## config.mk

```make
export PLATFORM = sky130hd
export DESIGN_NAME = piso_shift_tx
export DESIGN_NICKNAME = d
export VERILOG_FILES = /design/src/rtl/piso_shift_tx.sv
export SDC_FILE = /design/constraint.sdc
export NUM_CORES = 1
export LEC_CHECK = 0
export CAP_MARGIN = 15
export CORE_MARGIN = 5
export CORE_UTILIZATION = 50
export CTS_CLUSTER_DIAMETER = 50
export DETAILED_ROUTE_END_ITERATION = 7
export DONT_BUFFER_PORTS = 1
export PLACE_DENSITY = 0.75
export REMOVE_ABC_BUFFERS = 1
export SLEW_MARGIN = 20
export SYNTH_ARGS = -nofsm -noshare
export SYNTH_HDL_FRONTEND = slang
export SYNTH_SLANG_ARGS = --single-unit
export TNS_END_PERCENT = 5
```

## constraint.sdc

```tcl
create_clock -name clk -period 1.4 [get_ports clk]
set_clock_uncertainty 0.1 [all_clocks]
set_input_delay 0 -clock clk [delete_from_list [all_inputs] [get_ports clk]]
set_output_delay 0 -clock clk [all_outputs]
set_load 0.01 [all_outputs]
```

## src/rtl/piso_shift_tx.sv

```systemverilog
// piso_shift_tx: parallel-in / serial-out transmitter.
// A WIDTH-bit word is taken through a valid/ready handshake and shifted out
// one bit per clock on sout, qualified by sout_valid. frame_start marks the
// first bit of a frame and done marks the last one. While done is high,
// load_ready is also high, so back-to-back words go out with no idle gap.
// Optional build macro: PISO_SHIFT_TX_PARITY_EN appends an even-parity bit
// after the data bits, so each frame is WIDTH+1 bits long.
module piso_shift_tx #(
  parameter int WIDTH     = 8,
  parameter bit MSB_FIRST = 1'b1
) (
  input  logic             clk,
  input  logic             rst,          // async, active low
  input  logic [WIDTH-1:0] din,
  input  logic             load_valid,
  output logic             load_ready,
  output logic             sout,
  output logic             sout_valid,
  output logic             frame_start,
  output logic             done,
  output logic             busy
);

  localparam int CW = $clog2(WIDTH + 1);
`ifdef PISO_SHIFT_TX_PARITY_EN
  localparam int N = WIDTH + 1;
`else
  localparam int N = WIDTH;
`endif
  localparam logic [CW-1:0] LAST = CW'(N - 1);

  typedef enum logic {IDLE = 1'b0, SHIFT = 1'b1} state_t;

  state_t           r_state;
  state_t           w_next_state;
  logic [CW-1:0]    r_cnt;
  logic [WIDTH-1:0] r_shift;
`ifdef PISO_SHIFT_TX_PARITY_EN
  logic             r_par;
`endif

  logic w_accept;
  logic w_last;
  logic w_bit;

  // A word is taken whenever the sender offers one and the block is ready.
  assign w_accept = load_valid & load_ready;
  assign w_last   = (r_state == SHIFT) && (r_cnt == LAST);

  // Select the bit currently on the line. The outgoing data bit always sits
  // at the shift-out end of r_shift. The parity bit follows the data bits.
  always_comb begin
    w_bit = MSB_FIRST ? r_shift[WIDTH-1] : r_shift[0];
`ifdef PISO_SHIFT_TX_PARITY_EN
    if (r_cnt == CW'(WIDTH)) w_bit = r_par;
`endif
  end

  // State register. The async reset drops any frame that is in flight.
  always_ff @(posedge clk or negedge rst) begin
    if (!rst) r_state <= IDLE;
    else      r_state <= w_next_state;
  end

  // Next-state logic. When a frame ends and no new word is waiting, the
  // block returns to IDLE. Otherwise it stays in SHIFT for the next frame.
  always_comb begin
    w_next_state = r_state;
    case (r_state)
      IDLE:    if (w_accept) w_next_state = SHIFT;
      SHIFT:   if (w_last && !w_accept) w_next_state = IDLE;
      default: w_next_state = IDLE;
    endcase
  end

  // Datapath: capture the word on accept, then shift one bit per cycle.
  // The counter is cleared on accept and at frame end, so it never passes N-1.
  always_ff @(posedge clk or negedge rst) begin
    if (!rst) begin
      r_cnt   <= '0;
      r_shift <= '0;
    end else if (w_accept) begin
      r_cnt   <= '0;
      r_shift <= din;
    end else if (r_state == SHIFT) begin
      r_cnt <= w_last ? '0 : r_cnt + CW'(1);
      if (MSB_FIRST) r_shift <= {r_shift[WIDTH-2:0], 1'b0};
      else           r_shift <= {1'b0, r_shift[WIDTH-1:1]};
    end
  end

`ifdef PISO_SHIFT_TX_PARITY_EN
  // Even parity over the accepted word, held for the whole frame.
  always_ff @(posedge clk or negedge rst) begin
    if (!rst)          r_par <= 1'b0;
    else if (w_accept) r_par <= ^din;
  end
`endif

  // Output decode. Outputs depend only on registered state, so nothing
  // passes combinationally from din or load_valid to an output.
  always_comb begin
    load_ready  = 1'b0;
    sout        = 1'b0;
    sout_valid  = 1'b0;
    frame_start = 1'b0;
    done        = 1'b0;
    busy        = 1'b0;
    case (r_state)
      IDLE: load_ready = 1'b1;
      SHIFT: begin
        busy        = 1'b1;
        sout_valid  = 1'b1;
        sout        = w_bit;
        frame_start = (r_cnt == '0);
        done        = w_last;
        load_ready  = w_last;
      end
      default: load_ready = 1'b1;
    endcase
  end

endmodule

```

==> flow_summary.yaml, run 1 <==
status:
  outcome: "complete, but fails checks"
  failed_checks: "negative setup slack"
timing:
  min_period_over_period_pct: 106.5
  fin_crit_ns: 1.491
  tightest_slew_ns: 0.5613
  hold_viol: 0
  fin_ws_ns: -0.09129
  fmax_mhz: 670.6
  rsz0062_at_grt: "yes"
  setup_viol: 10
  slew_headroom_pct: 62.45
  maxSlewViolCount: 0
grt:
  antenna_found_initial: 0
  grt_max_degree: 14
  overflow: 0
  grt_pass1_wl_um: 2794
  groute.usage.overall_pct: 19.21
  grt_pass1_vias: 588
cts:
  cts_root_buffer: "clkbuf_4"
  cts_buffers: 3
  cts_setup_buffers: 0
  cts_tree: "built"
  clock_sinks: 13
  path_clk_slew_ns: 0.08
  insertion_delay_ns: 0.27
  cts.path.max_buffers: 2
  cts_max_level: 1
drt:
  vias: 552
  wire_per_inst_um: 17.16
  drt_iter0_markers: 16
  wl_um: 1647
  viasPerCell: 5.750
  final_antenna_net_count: 0
  firstDrtPassIters: 4
  drc_errors: 0
worst_setup_path:
  arrival_ns: 1.55
  cp-start-kind: "flip-flop"
  critical_path_required_ns: 1.46
  crit_path_end_kind: "flip-flop"
  crit_path_max_fanout: 8
  path_class: "reg2reg"
cells_and_area:
  layout-drive-gt1-share_pct: 28.40
  final_cell_mix: "dfrtp_1 (13), dlygate4sd3_1 (10), buf_4 (10)"
  diodes: 0
  area_growth_pct: 38.22
  layout_commonest_cell: "dfrtp_1"
  nNetsFinal: 95
  fin_util_pct: 70.61
  final_area_sq_um: 895.9
synthesis:
  synth_top_family_by_area: "compound AO/OA/AOI/OAI gates"
  syn_area_sq_um: 648.1
  synth-xor-area-share_pct: 0
  synth_compound_area_share_pct: 20.66
  synthSimpleGateAreaFrac_pct: 18.92
  synth_mux_area_share_pct: 0
  yosysWarnings: 0
  synth_cells: 60
  synthDistinctLibCells: 19
  yosysSeqAreaShare_pct: 50.19
  yosys_register_bits: 13
  synth_adder_area_share_pct: 3.861
  synth.avg_cell_area_sq_um: 10.80
pwr:
  p_clk_share_pct: 13.3
  p_leak_nw: 0.4460
  combPwrFrac_pct: 49.0
  power_switching_w: 0.0006643
  power.density_mw_per_mm2: 1955
  internal_power_w: 0.001087
  swShare_pct: 37.94
  power_frac_seq_pct: 37.7
  peakVddDrop_mv: 1.059
floorplan:
  ios: 17
  die_area_sq_mm: 0.002116
  design.core.area_sq_mm: 0.001269
  die_w_um: 46.01
  rows: 13
  initial_core_util_pct: 51.08
  dieHeight_um: 46.01
placed_design:
  dpl-instance-area_sq_um: 726.9
  port_buffers: 0
  hpwl_um: 1032
  gp_congestion: 0.7389
flow_run:
  drv_cap: 0
hold_path:
  hp-class: "in2async"
per-stage QoR:
| stage | total power [W] | hold slack, ns | cells | TNS [ns] | setup slack [ns] |
|---|---|---|---|---|---|
| floorplan | 0.001077 | -0.3956 | 56 | -0.8040 | -0.08386 |
| global placement | 0.001322 | -0.3952 | 82 | -0.2853 | -0.05812 |
| detailed placement | 0.001353 | -0.3952 | 82 | -0.4517 | -0.07735 |
| CTS | 0.001712 | 0.06486 | 96 | -0.2399 | -0.04282 |
| global route | 0.001895 | 0.07917 | 96 | -1.142 | -0.1396 |
| finish | 0.001751 | 0.04878 | 96 | -0.4114 | -0.09129 |
kinds of logic after synthesis:
group,count (synthesis)
adders and majority gates,2
AOI/OAI and AO/OA,18
and+or+nand+nor,18
DFF,13
buffers and inverters,9
what timing repair did:
item / 4_1_cts / 5_1_grt
pin swaps: 8 / 0
hold buffers: 10 / 0
setup endpoints to repair: 11 / 12
cloned: 0 / 0
resized for setup: 9 / 1
endpoints found under the hold margin: 24 / 0
power groups by stage:
| stage | Clock, W | Sequential (W) | Combinational (W) |
|---|---|---|---|
| floorplan | 0 | 0.000648 | 0.000429 |
| global route | 0.000262 | 0.000677 | 0.000955 |
| global placement | 0 | 0.000632 | 0.000690 |
| detailed placement | 0 | 0.000631 | 0.000722 |
| CTS | 0.000240 | 0.000648 | 0.000825 |
| finish | 0.000233 | 0.000661 | 0.000857 |
state kept, by name, indices dropped and copies added, names as in the netlist:
register and cells:
r_cnt 4, r_state 1, r_shift 8
worst paths after layout:
check	start	to	slack (ns)	depth (start not counted)
max	r_cnt[1]$_DFFE_PN0P_	r_shift[1]$_DFFE_PN0P_	-0.09	4
min	rst	r_shift[6]$_DFFE_PN0P_	0.05	1
max reg2reg	r_cnt[1]$_DFFE_PN0P_	r_shift[1]$_DFFE_PN0P_	-0.09	4
min reg2reg	r_shift[0]$_DFFE_PN0P_	r_shift[0]$_DFFE_PN0P_	0.41	1
max in group asynchronous	rst	r_cnt[0]$_DFFE_PN0P_	0.78	1
min in group clk	din[4]	r_shift[4]$_DFFE_PN0P_	0.31	2
cell usage after synthesis (all sizes together):
cell type	instances	area (sq um)
nor2	1	3.750
o21ai	4	23.77
ha	2	25.02
nand4b	1	23.77
and3	7	43.79
a221o	7	70.07
buf	4	22.52
dfrtp	13	325.3
nand3	2	10.01
nand2	4	15.01
o22ai	1	6.260
and2	1	6.260
and4bb	1	12.51
a22o	1	8.760
a21oi	5	25.02
nor3b	1	7.510
inv	5	18.77
area by class of cell:
type                            count  area, sq um
Sequential cell                    13        325.3
Tap cell                           15        18.77
Fill cell                          89        372.9
Clock buffer                        4        26.28
Timing Repair Buffer               21        186.4
Multi-Input combinational cell     38        320.3
Inverter                            5        18.77
worst max-delay path, stage by stage, from the launching register on:
cell and delay, ns:
dfrtp_1 0.40, ha_4 0.20, nand4b_4 0.16, and3_1 0.24
a221o_1 0.27
per-layer routing:
metal  part of all wire, %  track usage [%]
met3                   7.2            8.300
met2                    47            28.85
met5                     0                0
met4                  0.67            5.114
met1                    45            25.12
Power figures use the tool's default switching activity.
==> run 2: changes to the inputs <==
- BUFFER_PORTS_ARGS: unset -> -buffer_cell sky130_fd_sc_hd__clkbuf_2
- CORE_UTILIZATION: 50 -> 44
- DONT_BUFFER_PORTS: 1 -> unset
- PLACE_DENSITY: 0.75 -> 0.78
==> run 2 against run 1 <==
Wire length is 0.36% lower; combinational power is 7.4% higher; final cell count up 16%; the flow still finishes with violations (negative setup slack); via count is 8.5% higher; critical path type is now reg2out; hold slack improved by 0.0022 ns; final area increased by 10%; highest routed layer is now met3.
==> flow_summary.yaml, run 2 (synthesized netlist as in run 1, its figures left out) <==
floorplan:
  rows: 13
  dieHeight_um: 48.38
  ios: 17
  die_w_um: 48.38
  initial_core_util_pct: 48.01
  design.core.area_sq_mm: 0.001350
  die_area_sq_mm: 0.002341
drt:
  wl_um: 1641
  firstDrtPassIters: 4
  drt_iter0_markers: 17
  final_antenna_net_count: 0
  vias: 599
  wire_per_inst_um: 14.78
  viasPerCell: 5.396
  drc_errors: 0
cells_and_area:
  nNetsFinal: 110
  diodes: 0
  layout-drive-gt1-share_pct: 38.54
  fin_cells: 111
  final_cell_mix: "clkbuf_2 (15), dfrtp_1 (13), dlygate4sd3_1 (10)"
  layout_commonest_cell: "clkbuf_2"
  largest_reg_flops: 8
  regMostFlops: "r_shift"
  top_regs: "r_shift x8, r_cnt x4, r_state x1"
  fill_cells: 103
  fin_util_pct: 73.22
  final_area_sq_um: 988.4
  area_growth_pct: 52.51
timing:
  slew_headroom_pct: 78.82
  fin_crit_ns: 1.505
  fin_ws_ns: -0.1050
  finalSetupTns_ns: -0.7149
  tightest_slew_ns: 0.3176
  hold_viol: 0
  min_period_over_period_pct: 107.5
  fmax_mhz: 664.5
  maxSlewViolCount: 0
  setup_viol: 10
  rsz0062_at_grt: "yes"
cts:
  insertion_delay_ns: 0.27
  clock_sinks: 13
  cts_max_level: 1
  cts.path.max_buffers: 2
  path_clk_slew_ns: 0.07
  cts_tree: "built"
  cts_buffers: 3
  cts_root_buffer: "clkbuf_4"
worst_setup_path:
  rrSetupSlack_ns: -0.10
  crit_path_max_fanout: 4
  r2r-start: "r_cnt[0]$_DFFE_PN0P_"
  crit_path_end_kind: "primary output"
  critical_path_required_ns: 1.30
  startpoint: "r_cnt[0]$_DFFE_PN0P_"
  arrival_ns: 1.40
  cp-start-kind: "flip-flop"
  path_class: "reg2out"
status:
  outcome: "complete, but fails checks"
  failed_checks: "negative setup slack"
pwr:
  power.density_mw_per_mm2: 1842
  p_leak_nw: 0.5134
  peakVddDrop_mv: 1.239
  p_total_w: 0.001821
placed_design:
  port_buffers: 16
  dpl-instance-area_sq_um: 792.0
  gp_congestion: 0.8027
  dp.cells: 96
  hpwl_um: 1121
flow_run:
  drv_cap: 0
hold_path:
  hp-class: "in2async"
grt:
  grt_max_degree: 14
  groute.usage.overall_pct: 14.26
  grt_pass1_wl_um: 2635
  overflow: 0
  antenna_found_initial: 0
  grt_pass1_vias: 564
-- run 2: worst paths after layout --
path,to,cells after the start
max,done,5
min,r_cnt[2]$_DFFE_PN0P_,2
max reg2reg,r_shift[2]$_DFFE_PN0P_,4
min reg2reg,r_shift[7]$_DFFE_PN0P_,1
max in group asynchronous,r_cnt[3]$_DFFE_PN0P_,2
min in group clk,r_shift[0]$_DFFE_PN0P_,3
-- run 2: layout make-up --
class,instances,area [sq um],share of cell area (%)
repair buffers,36,270.3,27.34
multi-input cells,38,329.1,33.29
flip-flops and latches,13,325.3,32.91
clock buffers,4,26.28,2.658
inverters,5,18.77,1.899
well taps,15,18.77,1.899
-- run 2: worst max-delay path, stage by stage (launching register included) --
cell	delay, ns
dfrtp_1	0.43
ha_4	0.20
nand2_4	0.06
buf_6	0.13
nor3b_4	0.16
buf_2	0.15
-- run 2: stage by stage --
stage / hold WS (ns) / setup slack (ns)
after CTS: 0.04439 / -0.07930
after detailed placement: -0.1951 / -0.09260
after global placement: -0.1919 / -0.03871
after global routing: 0.07693 / -0.1786
after floorplan: -0.3956 / -0.08386
final: 0.05093 / -0.1050
-- run 2: what timing repair did --
action | CTS | global route
setup endpoints to repair | 12 | 12
hold buffers | 10 | 0
resized for setup | 10 | 5
hold endpoints to repair | 23 | 0
pin swaps | 8 | 2
setup buffers | 1 | 0
-- run 2: routing by layer --
| metal | wire [um] | global-route usage (%) |
|---|---|---|
| met4 | 0 | 2.765 |
| met5 | 0 | 0 |
| met2 | 809 | 21.09 |
| met3 | 99 | 6.116 |
| met1 | 731 | 19.24 |
-- run 2: power breakdown --
group          leakage, nW  internal [W]  switching (W)
sequential           0.164      0.000524       0.000153
combinational        0.334      0.000518       0.000402
clock               0.0150      0.000110       0.000113
